### config.mk
export PLATFORM = sky130hd
export DESIGN_NAME = data_mem_arbiter
export DESIGN_NICKNAME = d
export VERILOG_FILES = /design/src/rtl/data_mem_arbiter.sv
export SDC_FILE = /design/constraint.sdc
export NUM_CORES = 1
export LEC_CHECK = 0
export CAP_MARGIN = 25
export CORE_AREA = 4 4 155 157
export DETAILED_ROUTE_END_ITERATION = 8
export DIE_AREA = 0 0 159 161
export MAX_ROUTING_LAYER = met4
export SLEW_MARGIN = 10
export SYNTH_ARGS = -nofsm -noshare
export SYNTH_HDL_FRONTEND = slang
export SYNTH_SLANG_ARGS = --single-unit
export TNS_END_PERCENT = 100
### constraint.sdc
create_clock -name clk -period 7.1 [get_ports clk]
set_clock_uncertainty 0.15 [all_clocks]
set_input_delay 1.42 -clock clk [delete_from_list [all_inputs] [get_ports clk]]
set_output_delay 1.42 -clock clk [all_outputs]
set_load 0.005 [all_outputs]
### src/rtl/data_mem_arbiter.sv
// Round-robin arbiter sharing one single-port, byte-addressed data memory between NUM_REQ requesters.
// Each accepted word request walks IDLE -> ACCESS -> RESP; misaligned or out-of-range accesses never reach memory.
module data_mem_arbiter #(
    parameter int NUM_REQ         = 4,
    parameter int DATA_WIDTH      = 32,
    parameter int ADDR_WIDTH      = 32,
    parameter int ADDR_REAL_WIDTH = 20
) (
    input  logic                           clk,
    input  logic                           rst_n,
    input  logic [NUM_REQ-1:0]             req_valid,
    input  logic [NUM_REQ-1:0]             req_we,
    input  logic [NUM_REQ*ADDR_WIDTH-1:0]  req_addr,
    input  logic [NUM_REQ*DATA_WIDTH-1:0]  req_wdata,
    output logic [NUM_REQ-1:0]             req_ready,
    output logic [NUM_REQ-1:0]             rsp_valid,
    output logic [DATA_WIDTH-1:0]          rsp_rdata,
    output logic                           rsp_err,
    output logic                           busy,
    output logic                           mem_we,
    output logic [ADDR_WIDTH-1:0]          mem_addr,
    output logic [DATA_WIDTH-1:0]          mem_wdata,
    input  logic [DATA_WIDTH-1:0]          mem_rdata
);

    localparam int ID_W = (NUM_REQ > 1) ? $clog2(NUM_REQ) : 1;
    // Highest legal word address: the full word addr..addr+3 must fit in the array.
    localparam logic [ADDR_WIDTH-1:0] ADDR_LIMIT =
        ADDR_WIDTH'((64'd1 << ADDR_REAL_WIDTH) - 64'd4);

    typedef enum logic [1:0] {
        ST_IDLE   = 2'd0,
        ST_ACCESS = 2'd1,
        ST_RESP   = 2'd2
    } state_e;

    state_e                 state_q,  state_d;
    logic [ID_W-1:0]        rr_ptr_q, rr_ptr_d;
    logic [ID_W-1:0]        id_q,     id_d;
    logic                   we_q,     we_d;
    logic                   err_q,    err_d;
    logic [ADDR_WIDTH-1:0]  addr_q,   addr_d;
    logic [DATA_WIDTH-1:0]  wdata_q,  wdata_d;
    logic [DATA_WIDTH-1:0]  rdata_q,  rdata_d;

    logic                   grant_found;
    logic [ID_W-1:0]        winner;
    logic                   sel_we;
    logic [ADDR_WIDTH-1:0]  sel_addr;
    logic [DATA_WIDTH-1:0]  sel_wdata;

    // Round-robin scan starting at rr_ptr, then mux out the winner's request fields.
    always_comb begin
        // NOTE: every signal gets a default before any branch so no latch is inferred.
        grant_found = 1'b0;
        winner      = '0;
        sel_we      = 1'b0;
        sel_addr    = '0;
        sel_wdata   = '0;
        for (int k = 0; k < NUM_REQ; k++) begin
            int              pos;
            logic [ID_W-1:0] idx;
            pos = int'(rr_ptr_q) + k;
            if (pos >= NUM_REQ) pos = pos - NUM_REQ;
            idx = ID_W'(pos);
            if (!grant_found && req_valid[idx]) begin
                grant_found = 1'b1;
                winner      = idx;
            end
        end
        for (int k = 0; k < NUM_REQ; k++) begin
            if (ID_W'(k) == winner) begin
                sel_we    = req_we[k];
                sel_addr  = req_addr[k*ADDR_WIDTH +: ADDR_WIDTH];
                sel_wdata = req_wdata[k*DATA_WIDTH +: DATA_WIDTH];
            end
        end
    end

    always_comb begin
        state_d  = state_q;
        rr_ptr_d = rr_ptr_q;
        id_d     = id_q;
        we_d     = we_q;
        err_d    = err_q;
        addr_d   = addr_q;
        wdata_d  = wdata_q;
        rdata_d  = rdata_q;
        unique case (state_q)
            ST_IDLE: begin
                if (grant_found) begin
                    id_d     = winner;
                    we_d     = sel_we;
                    addr_d   = sel_addr;
                    wdata_d  = sel_wdata;
                    err_d    = (sel_addr[1:0] != 2'b00) || (sel_addr > ADDR_LIMIT);
                    rr_ptr_d = (int'(winner) == NUM_REQ - 1) ? '0 : winner + 1'b1;
                    state_d  = ST_ACCESS;
                end
            end
            ST_ACCESS: begin
                rdata_d = (we_q || err_q) ? '0 : mem_rdata;
                state_d = ST_RESP;
            end
            ST_RESP: begin
                state_d = ST_IDLE;
            end
            default: begin
                state_d = ST_IDLE;
            end
        endcase
    end

    always_comb begin
        req_ready = '0;
        rsp_valid = '0;
        rsp_rdata = '0;
        rsp_err   = 1'b0;
        mem_we    = 1'b0;
        mem_addr  = '0;
        mem_wdata = '0;
        busy      = (state_q != ST_IDLE);
        // Gate the combinational accept with rst_n so every output is 0 while reset is held.
        if (state_q == ST_IDLE && grant_found && rst_n) begin
            req_ready[winner] = 1'b1;
        end
        if (state_q == ST_ACCESS) begin
            mem_we    = we_q & ~err_q;
            mem_addr  = addr_q;
            mem_wdata = wdata_q;
        end
        if (state_q == ST_RESP) begin
            rsp_valid[id_q] = 1'b1;
            rsp_rdata       = rdata_q;
            rsp_err         = err_q;
        end
    end

    always_ff @(posedge clk or negedge rst_n) begin
        if (!rst_n) begin
            state_q  <= ST_IDLE;
            rr_ptr_q <= '0;
            id_q     <= '0;
            we_q     <= 1'b0;
            err_q    <= 1'b0;
            addr_q   <= '0;
            wdata_q  <= '0;
            rdata_q  <= '0;
        end else begin
            // NOTE: non-blocking assignments keep every register sampling pre-edge values.
            state_q  <= state_d;
            rr_ptr_q <= rr_ptr_d;
            id_q     <= id_d;
            we_q     <= we_d;
            err_q    <= err_d;
            addr_q   <= addr_d;
            wdata_q  <= wdata_d;
            rdata_q  <= rdata_d;
        end
    end

endmodule

==> results of run 1 <==
==> worst paths after layout <==
kind | slack (ps) | from | cells past startpoint | end
worst max-delay path | 1580 | req_valid[1] | 6 | req_ready[1]
worst min-delay path | 320 | addr_q[22] | 2 | addr_q[22]
worst max register to register | 3330 | rr_ptr_q[0] | 12 | wdata_q[23]
worst min register to register | 320 | addr_q[22] | 2 | addr_q[22]
max in group asynchronous | 4870 | rst_n | 3 | wdata_q[31]
min in group asynchronous | 880 | rst_n | 1 | rdata_q[13]
==> final cells by class <==
| cell class | count | area share [%] |
|---|---|---|
| tap | 285 | 3.29 |
| inverter | 7 | 0.242 |
| sequential | 104 | 24.0 |
| timing repair buffer | 415 | 38.3 |
| clock inverter | 5 | 0.565 |
| clock buffer | 11 | 2.24 |
| antenna | 2 | 0.0462 |
| multi-input combinational | 545 | 31.3 |
==> cells in the final DEF, fill, tap and decap left out, types with 3 or more instances in the layout <==
master / n
clkdlybuf4s50_1: 403
dfrtp_1: 104
and2_1: 97
nand2_1: 70
a221oi_1: 60
a21oi_1: 54
nor2b_1: 52
o21ai_0: 52
nor3_1: 51
a22o_1: 32
o22ai_1: 21
o31ai_1: 13
buf_4: 10
clkbuf_16: 9
inv_1: 6
nor2_1: 5
and3_1: 5
a221oi_2: 4
nand2b_1: 3
nor4_1: 3
o21ai_1: 3
inv_6: 3
==> per-stage QoR <==
step	util, %	total power, mW
2_1_floorplan	-	2.10
3_3_place_gp	46.6	2.88
3_5_place_dp	46.6	2.90
4_1_cts	48.0	3.44
5_1_grt	48.2	3.69
6_report	48.2	3.39
==> cells by family after synthesis <==
| logic type | Yosys count |
|---|---|
| and+or+nand+nor | 298 |
| adders and majority gates | 4 |
| AOI/OAI and AO/OA | 243 |
| buffers and inverters | 80 |
| DFF | 104 |
==> state kept, by name, indices dropped and copies added (netlist names) <==
| register | count |
|---|---|
| wdata_q | 32 |
| rr_ptr_q | 2 |
| rdata_q | 32 |
| id_q | 2 |
| we_q | 1 |
| err_q | 1 |
| addr_q | 32 |
| state_q | 2 |
==> routing by layer <==
layer  track usage, %  up-vias
met3             5.72       19
met1             24.9     3172
met2             34.9      281
li1                 -     3356
met5                -        -
met4             4.69        0
==> power groups by stage <==
stage	registers, mW	logic, mW	clock network (mW)
floorplan	0.857	1.24	0
finish	0.877	1.99	0.522
CTS	0.880	2.01	0.544
detailed placement	0.889	2.01	0
global placement	0.882	2.00	0
global route	0.902	2.21	0.571
==> worst min-delay path: stages (launching register included) <==
cell and delay [ps]:
dfrtp_1 340, nand2_1 50, o31ai_1 50
==> out/metrics.yaml, run 1 <==
status:
  outcome: "complete, no violations"
drt:
  viasPerCell: 4.97
  met1_length_um: 11400
  via_count: 6828
  wl_met2_um: 13100
  antenna_left: 0
  post_drt_wl_per_cell_um: 19.7
  met3_wirelength_um: 2130
  first_iter_violations: 245
  drc: 0
  drt_wl_total_um: 27000
  first_pass_iters: 4
  top_layer: "met4"
synthesis:
  synth_top_family_by_area: "compound AO/OA/AOI/OAI gates"
  synth_most_common_cell: "dfrtp_1"
  synthesis.area_um2: 6270
  synth.top_cells.by_area: "dfrtp_1, and2_1, a221oi_1"
  ys.flop_type: "dfrtp_1"
  yosys.area.top_type_share_pct: 41.5
  synthCells: 729
  synth_mux_area_share_pct: 0
  syn_area_per_cell_um2: 8.60
  synth_simple_gate_area_share_pct: 25.9
  synth_top_cell_by_area: "dfrtp_1"
  synth_edf_count: 0
  yosys-top-cells-count: "dfrtp_1, and2_1, nand2_1, a221oi_1, clkbuf_1"
  ys_warn_count: 0
  synth_seq_area_share_pct: 41.5
  synth_compound_gate_area_share_pct: 26.7
  synthesis.nets: 1031
  ys_seq_elements: 104
  synthAdderAreaFrac_pct: 0.798
  synthArstFlopShare_pct: 100
  synthXorXnorAreaFrac_pct: 0
  synth_cell_types: 32
global_routing:
  grt_antenna_before_repair: 2
  grt_pass1_vias: 6843
  overflow: 0
  grt_pass1_wl_um: 40600
  grt_use_total_pct: 20.7
  grt_max_degree: 78
placement:
  dp.cells: 1354
  post-place-ws_ps: 1500
  gp_congestion: 0.831
  io_buffers: 404
  dp.final_hpwl_um: 20300
  placed_area_um2: 10500
sta:
  maxSlewHeadroom_pct: 44.4
  drv_slew: 0
  setup_violations: 0
  worst_pin_slew_ps: 833
  min_period_over_period_pct: 77.8
  hold_ws_ps: 320
  max_freq_mhz: 181
  rsz0062_at_grt: "no"
  setup_tns_ps: 0
  worst_slack_ps: 1580
  fin_crit_ps: 5520
  hold_viol: 0
layout:
  register_area_um2: 2600
  drive_gt1_share_pct: 3.77
  final_area_um2: 10800
  final_nets: 1384
  fillers: 2235
  area_growth_pct: 73.0
  multi_input_area_um2: 3390
  stdcell_count: 1374
pwr:
  ir_worst_vdd_uv: 168
  p_int_mw: 1.97
  total_leakage_power_nw: 4.30
  clockPowerShare_pct: 15.4
  sw_frac_of_total_pct: 41.7
  netSwitchingPower_mw: 1.41
  seqPwrFrac_pct: 25.9
  p_comb_share_pct: 58.7
  power.density_nw_per_um2: 312
clock_tree:
  cts_root_buf: "clkbuf_16"
  cts_tree: "done"
  hold_buffers: 0
  clk_pin_slew_ps: 70
  cts_buffers: 9
  ctsResizeCount: 0
  htreeDepth: 3
  clock_latency_ps: 340
  clk_path_buf_depth: 2
  cts_num_sinks: 104
  post_cts_buffers: 0
setup_path:
  worstPathArrival_ps: 3950
  timing.critical_path.cells: "clkdlybuf4s50_1 > nor4_1 > or2_4 > inv_1 > and3_1 > clkdlybuf4s50_1"
  cp_common_cell: "clkdlybuf4s50_1"
  worst-setup-path-type: "in2out"
  cp_data_required_time_ps: 5530
  crit_fanout: 61
  cpMaxStageDelayCell: "or2_4"
  end_kind: "output port"
  critPathBufInv: 3
  start_kind: "primary input"
  crit_family: "simple AND/OR/NAND/NOR gates"
  crit_path_max_incr_delay_ps: 600
floorplan:
  start_util_pct: 27.9
  rows: 55
  die_width_um: 159
  dieArea_um2: 25600
  chipHeight_um: 161
  core_um2: 22500
  num_io_pins: 405
flow_run:
  cap_violations: 0
min_path:
  hp-class: "reg2reg"
Note: power is estimated with default switching activity, not from simulation.
==> run 2, diff against run 1 <==
Settings changed: CORE_AREA 4 4 155 157 to 4 4 156 158, DIE_AREA 0 0 159 161 to 0 0 160 162.
Clock period 7.1 ns to 5.7 ns, I/O delays scaled along.
==> run 2 against run 1 <==
  * Total power grew 26%
  * Hold slack about the same
  * Design area rose by 0.24%
  * Count of clock-buffer cells in the layout decreased by 2
  * Clock power increased by 19%
  * Critical path depth grew 2
  * Critical path type unchanged
  * First-iteration DRC count grew 37%
  * Sequential share of layout area is 0.058 points lower
  * Worst setup slack got worse by 750 ps
  * Utilization shrank 1.2 points
  * Register-to-register slack worse by 1100 ps
  * Non-clock buffer count rose by 3
  * Largest cell class unchanged
==> out/metrics.yaml, run 2 (same netlist as run 1, synthesis figures left out) <==
drt:
  viasPerCell: 5.00
  first_pass_iters: 5
  drc: 0
  via_count: 6907
  post_drt_wl_per_cell_um: 20.0
  drt_wl_total_um: 27600
  antenna_left: 0
  first_iter_violations: 336
setup_path:
  rr_startpoint: "rr_ptr_q[0]"
  r2r_setup_slack_ps: 2250
  cp_data_required_time_ps: 4410
  end_kind: "output port"
  ff2ff_path_depth: 11
  crit_path_max_incr_delay_ps: 550
  worst-setup-path-type: "in2out"
  worstPathArrival_ps: 3580
  timing.critical_path.cells: "clkdlybuf4s50_1 > nor2b_1 > a21oi_1 > o221ai_1 > nor2_1 > ha_4 > and3_1 > clkdlybuf4s50_1"
  start_kind: "primary input"
  cpMaxStageDelayCell: "clkdlybuf4s50_1"
  crit_fanout: 30
  reg2reg_to: "err_q"
  cp_common_cell: "clkdlybuf4s50_1"
sta:
  rsz0062_at_grt: "no"
  setup_violations: 0
  worst_slack_ps: 828
  fin_crit_ps: 4870
  min_period_over_period_pct: 85.5
  max_freq_mhz: 205
  hold_viol: 0
  drv_slew: 0
  worst_pin_slew_ps: 887
  maxSlewHeadroom_pct: 40.8
  hold_ws_ps: 321
  setup_tns_ps: 0
layout:
  area_growth_pct: 73.4
  final_cell_mix: "clkdlybuf4s50_1, dfrtp_1, and2_1"
  layout_commonest_cell: "clkdlybuf4s50_1"
  drive_gt1_share_pct: 4.13
  final_nets: 1387
  stdcell_count: 1382
  top_regs: "addr_q (32), rdata_q (32), wdata_q (32)"
floorplan:
  chipHeight_um: 162
  start_util_pct: 27.1
  num_io_pins: 405
  core_um2: 23100
  die_width_um: 160
  rows: 56
  dieArea_um2: 25900
clock_tree:
  post_cts_buffers: 0
  clock_latency_ps: 340
  htreeDepth: 3
  clk_path_buf_depth: 2
  cts_buffers: 9
  cts_tree: "done"
  hold_buffers: 0
  ctsResizeCount: 0
  cts_num_sinks: 104
  clk_pin_slew_ps: 70
  cts_root_buf: "clkbuf_16"
pwr:
  power.density_nw_per_um2: 391
  total_leakage_power_nw: 4.30
  ir_worst_vdd_uv: 209
status:
  outcome: "complete, no violations"
min_path:
  hp-class: "reg2reg"
  holdPathEnd: "addr_q[5]"
  whs_path_depth: 2
  hold_start: "addr_q[5]"
flow_run:
  cap_violations: 0
global_routing:
  grt_use_met2_pct: 33.8
  grt_pass1_wl_um: 41100
  overflow: 0
  grt_pass1_vias: 6995
  grt_antenna_before_repair: 2
  grt_use_total_pct: 20.9
  use_met1_pct: 25.1
  grt_max_degree: 103
  use_met3_pct: 6.34
  busiest_layer: "met2"
placement:
  gp_congestion: 0.822
  dp.cells: 1364
  dp.final_hpwl_um: 20700
  io_buffers: 404
  post-place-ws_ps: 835
-- run 2: power breakdown --
part | total, mW | internal (mW) | switching [mW]
combinational | 2.54 | 1.16 | 1.38
sequential | 1.09 | 0.978 | 0.114
clock | 0.623 | 0.307 | 0.316
-- run 2: metal layers --
metal,wire [µm],up-vias
met5,0,-
met3,2330,36
met1,11300,3198
li1,-,3365
met4,628,0
met2,13300,308
-- run 2: cell type report --
class / instances / area [µm²]
fillers: 2289 / 12300
repair buffers: 418 / 4190
multi-input cells: 545 / 3390
flip-flops and latches: 104 / 2600
well taps: 290 / 363
clock buffers: 9 / 225
clock inverters: 7 / 63.8
inverters: 7 / 26.3
diodes: 2 / 5.00
-- run 2: how the worst max path moves through the flow --
stage	startpoint	end	cells after the start	slack [ps]
4_1_cts	req_valid[3]	req_ready[3]	8	830
3_3_place_gp	req_valid[3]	req_ready[3]	8	870
5_1_grt	req_valid[3]	req_ready[3]	8	730
3_5_place_dp	req_valid[3]	req_ready[3]	8	840
6_report	req_valid[3]	req_ready[3]	8	830
2_1_floorplan	req_valid[3]	req_ready[2]	9	1730
-- run 2: worst max-delay path: cells and delay by family --
| kind | cells | cell delay, ps |
|---|---|---|
| AND/OR/NAND/NOR | 3 | 620 |
| AO/OA/AOI/OAI | 2 | 300 |
| buffers and inverters | 2 | 1090 |
| adder cells (fa/ha/maj) | 1 | 420 |
-- run 2: metrics by stage --
stage | instance area, µm² | total power, mW | utilization, %
2_1_floorplan | 6270 | 2.61 | -
5_1_grt | 10900 | 4.65 | 47.0
6_report | 10900 | 4.25 | 47.0
3_5_place_dp | 10600 | 3.69 | 45.7
4_1_cts | 10900 | 4.34 | 47.0
3_3_place_gp | 10500 | 3.61 | 45.5
